`src/rtl/riscv_pkg.sv`:
```
// Shared fetch-stage definitions: default widths, PC stepping constants and
// the {pc, instr} record carried through the fetch queue.
package riscv_pkg;

  localparam int INS_ADDRESS = 9;
  localparam int INS_W       = 32;
  localparam int PC_STEP     = 4;
  localparam int RESET_PC    = 0;

  typedef struct packed {
    logic [INS_ADDRESS-1:0] pc;
    logic [INS_W-1:0]       instr;
  } fetch_entry_t;

endpackage

```
`src/rtl/fetch_queue.sv`:
```
// Small synchronous in-order FIFO with flush. The head is read straight out of
// storage, so an empty queue keeps showing whatever the read slot last held.
module fetch_queue #(
  parameter int DATA_W = 41,
  parameter int DEPTH  = 2
) (
  input  logic              clk,
  input  logic              reset,
  input  logic              i_push,
  input  logic              i_pop,
  input  logic              i_flush,
  input  logic [DATA_W-1:0] i_data,
  output logic [DATA_W-1:0] o_head,
  output logic              o_empty,
  output logic              o_full
);

  localparam int PTR_W = (DEPTH > 1) ? $clog2(DEPTH) : 1;
  localparam int CNT_W = $clog2(DEPTH + 1);

  logic [DATA_W-1:0] r_mem [DEPTH];
  logic [PTR_W-1:0]  r_wr_ptr;
  logic [PTR_W-1:0]  r_rd_ptr;
  logic [CNT_W-1:0]  r_count;
  logic              w_push;
  logic              w_pop;

  assign o_empty = (r_count == '0);
  assign o_full  = (r_count == CNT_W'(DEPTH));
  assign o_head  = r_mem[r_rd_ptr];

  // A push into a full queue is legal only when the head leaves in the same cycle.
  assign w_pop  = i_pop & ~o_empty;
  assign w_push = i_push & (~o_full | w_pop);

  always_ff @(posedge clk) begin
    if (reset) begin
      r_wr_ptr <= '0;
      r_rd_ptr <= '0;
      r_count  <= '0;
      for (int i = 0; i < DEPTH; i++) begin
        r_mem[i] <= '0;
      end
    end else if (i_flush) begin
      r_wr_ptr <= '0;
      r_rd_ptr <= '0;
      r_count  <= '0;
    end else begin
      if (w_push) begin
        r_mem[r_wr_ptr] <= i_data;
        r_wr_ptr        <= r_wr_ptr + PTR_W'(1);
      end
      if (w_pop) begin
        r_rd_ptr <= r_rd_ptr + PTR_W'(1);
      end
      r_count <= r_count + CNT_W'(w_push) - CNT_W'(w_pop);
    end
  end

endmodule

```
`src/rtl/fetch_unit.sv`:
```
// Instruction-fetch stage: owns the PC, reads instruction memory combinationally
// and queues {pc, instr} for decode; redirects flush the queue and reload the PC.
module fetch_unit #(
  parameter int INS_ADDRESS = riscv_pkg::INS_ADDRESS,
  parameter int INS_W       = riscv_pkg::INS_W,
  parameter int FQ_DEPTH    = 2
) (
  input  logic                   clk,
  input  logic                   reset,
  input  logic                   fetch_en,
  input  logic                   redirect_valid,
  input  logic [INS_ADDRESS-1:0] redirect_pc,
  output logic [INS_ADDRESS-1:0] imem_ra,
  input  logic [INS_W-1:0]       imem_rd,
  output logic                   if_valid,
  input  logic                   if_ready,
  output logic [INS_W-1:0]       if_instr,
  output logic [INS_ADDRESS-1:0] if_pc,
  output logic [INS_ADDRESS-1:0] if_pc_plus4
);

  import riscv_pkg::*;

  localparam int EW = INS_ADDRESS + INS_W;

  logic [INS_ADDRESS-1:0] r_pc;
  logic [INS_ADDRESS-1:0] w_pc_next;
  logic                   w_push;
  logic                   w_pop;
  logic                   w_empty;
  logic                   w_full;
  logic [EW-1:0]          w_head;

  // Decode handshake: an entry transfers on every rising edge where if_valid
  // and if_ready are both high; if_* stay frozen while valid is held without
  // ready, except across a redirect or reset.
  assign if_valid = ~w_empty;
  assign w_pop    = if_valid & if_ready;
  assign w_push   = fetch_en & ~redirect_valid & (~w_full | w_pop);

  assign imem_ra = r_pc;

  always_comb begin
    w_pc_next = r_pc;
    if (redirect_valid) begin
      w_pc_next = {redirect_pc[INS_ADDRESS-1:2], 2'b00};
    end else if (w_push) begin
      w_pc_next = r_pc + INS_ADDRESS'(PC_STEP);
    end
  end

  always_ff @(posedge clk) begin
    if (reset) begin
      r_pc <= INS_ADDRESS'(RESET_PC);
    end else begin
      r_pc <= w_pc_next;
    end
  end

  fetch_queue #(
    .DATA_W (EW),
    .DEPTH  (FQ_DEPTH)
  ) u_fetch_queue (
    .clk     (clk),
    .reset   (reset),
    .i_push  (w_push),
    .i_pop   (w_pop),
    .i_flush (redirect_valid),
    .i_data  ({r_pc, imem_rd}),
    .o_head  (w_head),
    .o_empty (w_empty),
    .o_full  (w_full)
  );

  assign if_pc       = w_head[EW-1:INS_W];
  assign if_instr    = w_head[INS_W-1:0];
  assign if_pc_plus4 = if_pc + INS_ADDRESS'(PC_STEP);

endmodule

```
`config.mk`:
```
export PLATFORM = sky130hd
export DESIGN_NAME = fetch_unit
export DESIGN_NICKNAME = d
export VERILOG_FILES = /design/src/rtl/riscv_pkg.sv /design/src/rtl/fetch_queue.sv /design/src/rtl/fetch_unit.sv
export SDC_FILE = /design/constraint.sdc
export NUM_CORES = 1
export LEC_CHECK = 0
export CORE_MARGIN = 3
export CORE_UTILIZATION = 29
export CTS_CLUSTER_DIAMETER = 150
export DETAILED_ROUTE_END_ITERATION = 8
export GPL_ROUTABILITY_DRIVEN = 1
export PLACE_DENSITY = 0.57
export REMOVE_ABC_BUFFERS = 1
export SLEW_MARGIN = 20
export SYNTH_ARGS = -nofsm -noshare
export SYNTH_HDL_FRONTEND = slang
export SYNTH_SLANG_ARGS = --single-unit
```
`constraint.sdc`:
```
create_clock -name clk -period 6.35 [get_ports clk]
set_input_delay 0.9525 -clock clk [delete_from_list [all_inputs] [get_ports clk]]
set_output_delay 0.9525 -clock clk [all_outputs]
set_load 0.01 [all_outputs]
```
======== After elaboration in Yosys (flattened, before gate mapping) ========
Memories as Yosys holds them, arrays and structs flattened. A register that Yosys moved wholly into a read port is not among the register bits.
Index checks and enable logic that the tools add are counted.
word-level totals
  bits in writable memories ............... 82
  memories kept ........................... 1
  register bits ........................... 13
  output and inout bits ................... 60
  logic and storage cells ................. 40
operators by class
  add/sub/neg operators ................... 6
  eq/ne operators ......................... 1
  bitwise gates (word level) .............. 10
  reduce and logical (&&, ||, !) cells .... 4
  muxes and demuxes ....................... 13
memories
  memory               words  bits a word  rd ports  clocked after Yosys merged registers in  wr ports  RTL line           source
  u_fetch_queue.r_mem  2      41           1         1                                        2         fetch_queue.sv:21  logic [DATA_W-1:0] r_mem [DEPTH];
operator list
  cell                   number
  $mux W41               1
  $reduce_or A41 Y1      1
  $add A9 B3 Y9 const B  2
  $mux W9                2
  $mux W1                10
  $and A1 B1 Y1          5
  $not A1 Y1             3
  $add A1 B1 Y1 const B  2
  $add A2 B1 Y2          1
  $eq A2 B2 Y1 const B   1
  $logic_not A2 Y1       1
  $or A1 B1 Y1           2
  $reduce_bool A2 Y1     1
  $reduce_or A2 Y1       1
  $sub A2 B1 Y2          1

======== Longest topological paths before layout ========
  word-level depth ........................ 12
  gate-level depth with buffers ........... 9
  gate-level depth less buffers ........... 7

======== Hierarchy ========
Synthesis repeated with hierarchy kept, for this count alone.
unflattened totals
  cells, all modules ...................... 327
  area total of the unflattened synthesis .. 4490.6 um2
by module, submodules not included
  module       times used  cells each  area each (um2)
  fetch_queue  1           246         3832.4
  fetch_unit   1           81          658.1

======== Least setup slack after synthesis ========
Ideal clock, no wire load.
  kind .................................... register to output
  start point ............................. register (tool-made name)
  end point ............................... output port if_pc_plus4[8]
  stages on the path, launching flop included .. 10
  data arrival time ....................... 2.046 ns
  slack ................................... 3.351 ns
  cells stage by stage .................... dfxtp_1 -> buf_2 -> buf_2 -> buf_2 -> mux2i_1 -> inv_1 -> ha_1 -> nand4b_1 -> a211oi_1 -> xor2_1
RTL lines
  element           RTL line          source
  end: declaration  fetch_unit.sv:19  output logic [INS_ADDRESS-1:0] if_pc_plus4

==> metrics.yaml <==
status: "complete, no violations"
crit_path_end_kind: "flip-flop"
core_area_sq_um: 14200
final-setup-viol-count: 0
period_needed_ps: 3510
ys_async_sr_fraction: 0
synth_area_sq_um: 4290
max_freq_mhz: 285
synth-xor-area-share: 0.0143
ys_warn_count: 0
post_cts_buffers: 0
drt_iter0_drc: 128
first_pass_iters: 4
synth_top_area_cell: "edfxtp_1"
p_int_mw: 1.12
synth_area_leaders: "edfxtp_1, mux2_2, nor2_1, dfxtp_1, nand2b_1"
finalClockSkew_ps: 5.26
grt_max_degree: 42
drt-total-wl_mm: 9.42
grt_overflow: 0
syn_inst: 346
synth_edf_count: 78
cts_hold_buf: 0
setup_tns_ps: 0
rsz0062_at_grt: "no"
synth_top_family_by_area: "simple AND/OR/NAND/NOR gates"
drive_gt1_frac: 0.162
crit_fanout: 41
dp_hpwl_mm: 5.76
dieArea_sq_um: 16300
clk_path_buf_depth: 2
hold_ws_ps: 549
min_path_type: "reg -> reg"
finalHoldViolCount: 0
synthMuxAreaShare: 0.101
fin_nets: 484
die_w_microns: 128
synth_top_area_frac: 0.545
fin_crit_sh: 0.553
start_kind: "input pin"
n_antenna_cell: 0
clock_latency_ps: 340
clkPwrFrac: 0.393
power.leakage_nw: 2.00
first_global_vias: 2889
htree_levels: 3
synth_compound_area_frac: 0.0361
antenna_found_initial: 0
avgSynthCellArea_sq_um: 12.4
power_density_nw_per_um2: 251
synth_ff_type: "edfxtp_1"
row_count: 43
p_total_mw: 1.43
portBuffers: 97
cts_resized: 0
grt_first_pass_wirelength_mm: 15.0
cts_made_buffers: 9
vias_per_cell: 4.64
ys_seq_elements: 90
slew_violations: 0
cts_tree: "built"
ioPinCount: 106
clockRootBuffer: "clkbuf_16"
globalRouteTotalUtil: 0.119
timing.slew.headroom: 0.323
wl_per_cell_microns: 15.2
area_delta_synth_final_pct: 32.9
drcViolationCount: 0
cts.reportedPaths.clkPinSlew_ps: 60
place.gp.congestion: 0.713
critPathRequiredTime_ps: 6330
max_cap_violations: 0
via_count: 2871
power.switching_uw: 316
ant_nets: 0
power_frac_comb: 0.127
die_y_microns: 128
cp.arrival_ps: 3490
ys_seq_area_frac: 0.601
p_seq_frac: 0.479
yosys.area_share.simple: 0.190
ir_drop_mv: 0.118
cts.sinks: 90
swShare: 0.220
synthAdderAreaFrac: 0.0117
tightest_slew_ps: 1020
synth_cell_type_count: 40
path_class: "in -> reg"
initial_core_util: 0.302
## worst paths after layout
| path | startpoint | to | slack, ps | depth (start not counted) |
|---|---|---|---|---|
| hold / removal | u_fetch_queue.r_rd_ptr | flip-flop | 550 | 2 |
| hold reg to reg | u_fetch_queue.r_rd_ptr | flip-flop | 550 | 2 |
| setup reg to reg | u_fetch_queue.r_count[1] | u_fetch_queue.r_mem[0][36] | 3590 | 3 |
| setup / recovery | redirect_valid | u_fetch_queue.r_mem[0][36] | 2840 | 4 |
## cells in the mapped netlist (3+ instances only)
| master | instances |
|---|---|
| edfxtp_1 | 78 |
| nand4_1 | 5 |
| nor3b_2 | 7 |
| mux2i_1 | 4 |
| nor3b_1 | 8 |
| buf_4 | 7 |
| nor3_1 | 3 |
| a311oi_1 | 3 |
| or4_1 | 4 |
| nor2_1 | 70 |
| dfxtp_1 | 12 |
| mux2_2 | 35 |
| nand2b_1 | 34 |
| clkbuf_1 | 6 |
| xnor2_1 | 4 |
| nand2_1 | 7 |
| ha_1 | 4 |
| xor2_1 | 3 |
| a211oi_1 | 4 |
| inv_1 | 8 |
| buf_2 | 14 |
## per-layer routing
metal,track usage,vias to the layer above,share of wire
met5,0,-,0
met4,0.0337,0,0.011
met3,0.0425,11,0.063
met2,0.190,81,0.47
met1,0.152,1378,0.45
li1,-,1401,-
## state kept, by name (all words and copies together), names as in the netlist, named ones only
signal and cells:
u_fetch_queue.r_rd_ptr 1, u_fetch_queue.r_wr_ptr 1, imem_ra 7, u_fetch_queue.r_mem 78
u_fetch_queue.r_count 2
## critical path, stage by stage
cell             delay [ps]
clkdlybuf4s50_1         630
nand2b_2                330
or3_2                   870
nand2b_4                670
## area by class of cell
cell class,count,area (sq um)
tap,180,225
inverter,9,33.8
clock inverter,6,91.3
multi-input combinational,224,1560
clock buffer,10,229
sequential,90,2580
timing repair buffer,100,988
fill,1350,8500
## kinds of logic (layout without fill, tap and decap cells)
family          after synthesis  after routing
other cells                   1              6
mux                          39             39
compound gates               19             19
buf+inv                      37            125
flops                        90             90
fa+ha+maj                     4              4
simple gates                149            149
xor+xnor                      7              7
## per-stage QoR
stage / cells / worst slack, ps / instance area [sq um] / utilization
6_report: 619 / 2840 / 5710 / 0.402
5_1_grt: 619 / 2650 / 5710 / 0.402
4_1_cts: 619 / 2700 / 5700 / 0.402
3_5_place_dp: 603 / 2330 / 5380 / 0.379
3_3_place_gp: 603 / 2100 / 5380 / 0.379
2_1_floorplan: 323 / 2640 / 4160 / -
## power groups by stage
stage                     Sequential (mW)  Combinational, mW  Clock (mW)
after floorplan                     0.699             0.0779           0
after global placement              0.700              0.185           0
after detailed placement            0.701              0.185           0
after CTS                           0.688              0.187       0.581
after global routing                0.692              0.199       0.601
final                               0.688              0.182       0.565
## layout by cell type, fill, tap and decap left out, drive strengths merged, types with 6 or more instances in the layout
cell,instances
nand2,7
conb,6
nor2,70
nor3b,16
clkbuf,10
mux2,35
dfxtp,12
nand2b,35
inv,8
clkdlybuf4s50,96
edfxtp,78
Power figures use the tool's default switching activity.
